--- config.mk ---
export PLATFORM = sky130hd
export DESIGN_NAME = mem_arbiter
export DESIGN_NICKNAME = d
export VERILOG_FILES = /design/src/rtl/mem_arbiter.sv
export SDC_FILE = /design/constraint.sdc
export NUM_CORES = 1
export LEC_CHECK = 0
export CAP_MARGIN = 5
export CORE_UTILIZATION = 25
export CTS_CLUSTER_SIZE = 30
export DETAILED_ROUTE_END_ITERATION = 8
export PLACE_DENSITY = 0.87
export SLEW_MARGIN = 20
export SYNTH_ARGS = -nofsm -noshare
export SYNTH_HDL_FRONTEND = slang
export SYNTH_SLANG_ARGS = --single-unit
--- constraint.sdc ---
create_clock -name clk -period 4.9 [get_ports clk]
set_clock_uncertainty 0.1 [all_clocks]
set_input_delay 0.98 -clock clk [delete_from_list [all_inputs] [get_ports clk]]
set_output_delay 0.98 -clock clk [all_outputs]
set_load 0.05 [all_outputs]
--- src/rtl/mem_arbiter.sv ---
// Arbiter sharing the single-port K&S RAM between the processor core and the loader/debug port.
// Grants are combinational; registered state covers the loader lock, the starvation counter and read-valid strobes.
module mem_arbiter #(
  parameter int ADDR_W   = 5,
  parameter int DATA_W   = 16,
  parameter int MAX_WAIT = 4
) (
  input  logic              clk,
  input  logic              rst,
  input  logic              halt,
  input  logic              core_req,
  input  logic              core_we,
  input  logic [ADDR_W-1:0] core_addr,
  input  logic [DATA_W-1:0] core_wdata,
  output logic              core_gnt,
  output logic              core_rvalid,
  output logic [DATA_W-1:0] core_rdata,
  input  logic              ext_req,
  input  logic              ext_we,
  input  logic              ext_lock,
  input  logic [ADDR_W-1:0] ext_addr,
  input  logic [DATA_W-1:0] ext_wdata,
  output logic              ext_gnt,
  output logic              ext_rvalid,
  output logic [DATA_W-1:0] ext_rdata,
  output logic [ADDR_W-1:0] ram_addr,
  output logic              ram_we,
  output logic [DATA_W-1:0] ram_wdata,
  input  logic [DATA_W-1:0] ram_rdata,
  output logic [1:0]        owner
);

  localparam int WAIT_W = (MAX_WAIT < 1) ? 1 : $clog2(MAX_WAIT + 1);

  typedef enum logic {
    UNLOCKED,
    EXT_LOCKED
  } lock_state_t;

  lock_state_t       state;
  lock_state_t       state_next;
  logic [WAIT_W-1:0] wait_cnt;
  logic [WAIT_W-1:0] wait_cnt_next;
  logic              wait_full;
  logic              core_rvalid_q;
  logic              ext_rvalid_q;

  assign wait_full = (wait_cnt == WAIT_W'(MAX_WAIT));

  // Priority: reset, active lock, ext when favoured (halt, starved or uncontended), then core.
  always_comb begin
    core_gnt = 1'b0;
    ext_gnt  = 1'b0;
    if (!rst) begin
      if (state == EXT_LOCKED) begin
        ext_gnt = ext_req;
      end else if (ext_req && (halt || wait_full || !core_req)) begin
        ext_gnt = 1'b1;
      end else if (core_req) begin
        core_gnt = 1'b1;
      end
    end
  end

  always_comb begin
    ram_addr  = '0;
    ram_we    = 1'b0;
    ram_wdata = '0;
    owner     = 2'b00;
    if (ext_gnt) begin
      ram_addr  = ext_addr;
      ram_we    = ext_we;
      ram_wdata = ext_wdata;
      owner     = 2'b10;
    end else if (core_gnt) begin
      ram_addr  = core_addr;
      ram_we    = core_we;
      ram_wdata = core_wdata;
      owner     = 2'b01;
    end
  end

  always_comb begin
    state_next    = state;
    wait_cnt_next = wait_cnt;
    if (ext_gnt) begin
      state_next = ext_lock ? EXT_LOCKED : UNLOCKED;
    end
    if (ext_gnt || !ext_req) begin
      wait_cnt_next = '0;
    end else if (!wait_full) begin
      wait_cnt_next = wait_cnt + WAIT_W'(1);
    end
  end

  always_ff @(posedge clk) begin
    if (rst) begin
      state         <= UNLOCKED;
      wait_cnt      <= '0;
      core_rvalid_q <= 1'b0;
      ext_rvalid_q  <= 1'b0;
    end else begin
      state         <= state_next;
      wait_cnt      <= wait_cnt_next;
      core_rvalid_q <= core_gnt & ~core_we;
      ext_rvalid_q  <= ext_gnt & ~ext_we;
    end
  end

  // A read strobe still registered when reset arrives must not reach the requester.
  assign core_rvalid = core_rvalid_q & ~rst;
  assign ext_rvalid  = ext_rvalid_q & ~rst;
  assign core_rdata  = ram_rdata;
  assign ext_rdata   = ram_rdata;

endmodule

Word level (Yosys, flattened, before mapping)
Cells that the tools add are included.
{"block": "word_totals", "elab_cells": 36, "input_bits": 66, "out_inout_bits": 60, "ff_bits": 6}
{"block": "op_classes", "n_mux": 16, "bitwise": 7, "eq_ne": 1, "n_reduce_logical": 7, "n_addsub": 1}
{"op": "2-to-1 mux 16 bit", "n": 2}
{"op": "2-to-1 mux 1 bit", "n": 11}
{"op": "2-to-1 mux 5 bit", "n": 2}
{"op": "bitwise AND 1 bit", "n": 4}
{"op": "adder 3 x 1 -> 3 bit, second input constant", "n": 1}
{"op": "equality test 3 bit, second input constant", "n": 1}
{"op": "logical OR 1 bit", "n": 3}
{"op": "NOT 1 bit", "n": 3}
{"op": "zero test 1 bit", "n": 2}
{"op": "2-to-1 mux 2 bit", "n": 1}
{"op": "OR reduction 2 bit", "n": 1}
{"op": "logical AND 1 bit", "n": 1}

Longest topological paths before layout
{"block": "logic_depth", "word_depth": 9, "depth_mapped": 6}

Least setup slack after synthesis
No wires, ideal clock.
{"block": "synth_timing", "kind": "input to output", "startpoint": "in halt", "endpoint": "out owner[0]", "path_slack_ns": 0.154, "t_arrival_ns": 3.666, "n_path_buf": 0, "stages": 2, "cell_sequence": "a21o_1 a2111oi_0"}
{"block": "synth_between", "elab_chain_cells": 8, "word_cells_on_any_way": 11}
{"element": "start: declaration", "line_no": "10", "rtl": "input logic halt,"}
{"element": "logical OR 1 bit (*) (2 in a row)", "line_no": "57", "rtl": "end else if (ext_req && (halt || wait_full || !core_req)) begin"}
{"element": "logical AND 1 bit (*)", "line_no": "57"}
{"element": "2-to-1 mux 1 bit", "line_no": "57"}
{"element": "2-to-1 mux 1 bit", "line_no": "55", "rtl": "if (state == EXT_LOCKED) begin"}
{"element": "2-to-1 mux 1 bit", "line_no": "54", "rtl": "if (!rst) begin"}
{"element": "2-to-1 mux 1 bit", "line_no": "75", "rtl": "end else if (core_gnt) begin"}
{"element": "2-to-1 mux 2 bit (*)", "line_no": "70", "rtl": "if (ext_gnt) begin"}
{"element": "end: declaration", "line_no": "30", "rtl": "output logic [1:0] owner"}
Every way passes the cells marked *; elsewhere a longest branch is shown, timed or not.

Worst setup path in the final report
{"block": "layout_timing", "startpoint": "in rst", "endpoint": "out ext_gnt"}
{"block": "layout_between", "elab_chain_cells": 1}
{"element": "start: declaration", "line_no": "9", "rtl": "input logic rst,"}
{"element": "2-to-1 mux 1 bit", "line_no": "54"}
{"element": "end: declaration", "line_no": "23", "rtl": "output logic ext_gnt,"}
No other way between the ends.

==> flow_metrics.py <==
metrics = {
    "grt": {
        "grt_max_degree": 24,
        "grtUsageTotal": 0.142,
        "overflow": 0,
        "grt_pass1_wl_um": 3730,
        "grt_pass1_vias": 851,
        "grt_antenna_before_repair": 0,
    },
    "synthesis": {
        "yosysTopAreaCellShare": 0.301,
        "muxShareOfSynthArea": 0.0122,
        "ys_seq_elements": 6,
        "synth_top_family_by_area": "buffers and inverters",
        "synth_edf_count": 0,
        "syn-num-nets": 165,
        "syn_inst": 97,
        "syn_area_um2": 823,
        "seq_area_frac_synth": 0.146,
        "synthAdderAreaFrac": 0.0304,
        "synth_xor_area_frac": 0.0106,
        "synth_top_cell_by_area": "buf_4",
        "ys_warn_count": 0,
        "synth_area_leaders": "buf_4, a22o_1, dfxtp_1",
        "ys_async_sr_fraction": 0,
        "synthDistinctLibCells": 27,
        "synth-compound-area-share": 0.351,
        "synth_ff_type": "dfxtp_1",
        "synth-simple-area-share": 0.0836,
        "yosysMostFrequentCell": "buf_4",
        "yosys-top-cells-count": "buf_4, a22o_1, dfxtp_1, inv_1",
        "avgSynthCellArea_um2": 8.49,
    },
    "final_layout": {
        "area_delta_synth_final_pct": 71.9,
        "n_antenna_cell": 0,
        "post-route-cell-area_um2": 1420,
        "layout.nets": 212,
        "drive_gt1_frac": 0.211,
        "fillCellCount": 320,
    },
    "floorplan": {
        "die_height_um": 59.4,
        "fp.dieW_um": 59.4,
        "io_pins": 126,
        "rows": 20,
        "start_util": 0.267,
        "dieArea_um2": 3530,
        "coreArea_um2": 3080,
    },
    "route": {
        "ant_nets": 0,
        "vias_per_cell": 4.59,
        "vias": 854,
        "firstDrtPassIters": 4,
        "wl_per_cell_um": 13.2,
        "wirelength_um": 2450,
        "drc": 0,
        "dr.first_iter.drc_count": 16,
    },
    "placed_design": {
        "place_congestion": 0.644,
        "dpl_cell_area_um2": 1390,
        "pre_cts_ws_ns": 0.689,
        "dp_hpwl_um": 2030,
        "port_buffers": 77,
    },
    "cts": {
        "cts_hold_buf": 0,
        "cts_resized": 0,
        "cts_made_buffers": 3,
        "cts_num_sinks": 6,
        "clock-root-buffer": "clkbuf_4",
        "cts_buffer_depth": 2,
        "htreeDepth": 1,
        "worstSkewPairLatency_ns": 0.24,
        "clk_pin_slew_ns": 0.04,
        "cts_tree": "built",
        "postCtsSetupRepairBufs": 0,
    },
    "worst_setup_path": {
        "cpMaxStageDelayCell": "clkdlybuf4s50_1",
        "slowest_delay_ns": 0.90,
        "reg2regPathDepth": 6,
        "cp_max_fo": 9,
        "cp-start-kind": "input port",
        "reg2reg_slack_ns": 3.03,
        "cp_cell_sequence": "clkdlybuf4s50_1, nand2b_1, a21oi_2, clkdlybuf4s50_1",
        "critPathKind": "in2out",
        "cp-end-kind": "output pin",
        "arrival_ns": 3.12,
        "crit_top_cell": "clkdlybuf4s50_1",
        "required_ns": 3.82,
    },
    "sta": {
        "setup_tns_ns": 0,
        "post-route-worst-setup-slack_ns": 0.703,
        "slew_headroom": 0.653,
        "rsz0062_at_grt": "no",
        "finalCritPeriodShare": 0.857,
        "hold_viol_final": 0,
        "setup_viol": 0,
        "drv_slew": 0,
        "worst_pin_slew_ns": 0.519,
        "fmax_mhz": 238,
        "whs_ns": 0.468,
        "min_period_ns": 4.20,
    },
    "pwr": {
        "power_mw": 0.254,
        "ir_drop_v": 0.0000552,
        "p_leak_nw": 0.600,
        "power_density_nw_per_um2": 180,
    },
    "run": {
        "maxCapViolations": 0,
    },
    "worst_hold_path": {
        "min-delay-path-class": "reg2reg",
        "worstHoldPathCells": 2,
    },
    "run_status": {
        "run_status": "completed",
    },
}
[layer usage]
metal  GRT usage  share of wire  up-vias
li1            -              -      412
met1       0.156           0.35      394
met2       0.250           0.55       41
met3      0.0197          0.076        7
met4      0.0986          0.024        0
met5           0              0        -
[sequential cells by signal, indices dropped and copies added (netlist names)]
register and cells:
ext_rvalid_q 1, wait_cnt 3, state 1, core_rvalid_q 1
[where the power goes]
part / total [mW] / switching (mW) / leakage, nW / internal [mW]
clock network: 0.0457 / 0.0180 / 0.0138 / 0.0277
registers: 0.0518 / 0.00134 / 0.0488 / 0.0504
logic: 0.157 / 0.0822 / 0.537 / 0.0744
total: 0.254 / 0.102 / 0.600 / 0.153
[per-stage QoR]
step                      cells   util
after floorplan              97      -
after global placement      183  0.452
after detailed placement    183  0.452
after CTS                   186  0.460
after global routing        186  0.460
final                       186  0.460
[cell families after synthesis]
kind of cell | Yosys count
flip-flops | 6
AND/OR/NAND/NOR | 12
multiplexers | 1
buffers and inverters | 43
XOR/XNOR | 1
adder cells (fa/ha/maj) | 2
AO/OA/AOI/OAI | 32
[critical path: cells and delay by family]
family                 cells  cell delay [ns]
AOI/OAI and AO/OA          1             0.36
buffers and inverters      2             1.46
and+or+nand+nor            1             0.30
[cells in the final DEF (no fill, tap or decap), types with 2 or more instances in the layout]
| cell type | count |
|---|---|
| a21oi_1 | 2 |
| a22o_1 | 21 |
| buf_12 | 5 |
| buf_4 | 19 |
| clkbuf_4 | 3 |
| clkdlybuf4s50_1 | 55 |
| dfxtp_1 | 6 |
| ha_1 | 2 |
| inv_1 | 6 |
| nand2_1 | 2 |
| nor2b_1 | 3 |
| nor3_1 | 3 |
[cell type report]
type | instances | area, µm² | share of cell area
sequential | 6 | 120 | 0.0849
clock buffer | 3 | 22.5 | 0.0159
inverter | 6 | 22.5 | 0.0159
multi-input combinational | 48 | 402 | 0.284
timing repair buffer | 79 | 793 | 0.561
tap | 44 | 55.1 | 0.0389
[final timing paths]
| kind | from | endpoint |
|---|---|---|
| max reg2reg | wait_cnt[0] | core_rvalid_q |
| min reg2reg | wait_cnt[1] | wait_cnt[1] |
| max | rst | ext_gnt |
| min | wait_cnt[1] | wait_cnt[1] |
Power figures use the tool's default switching activity.
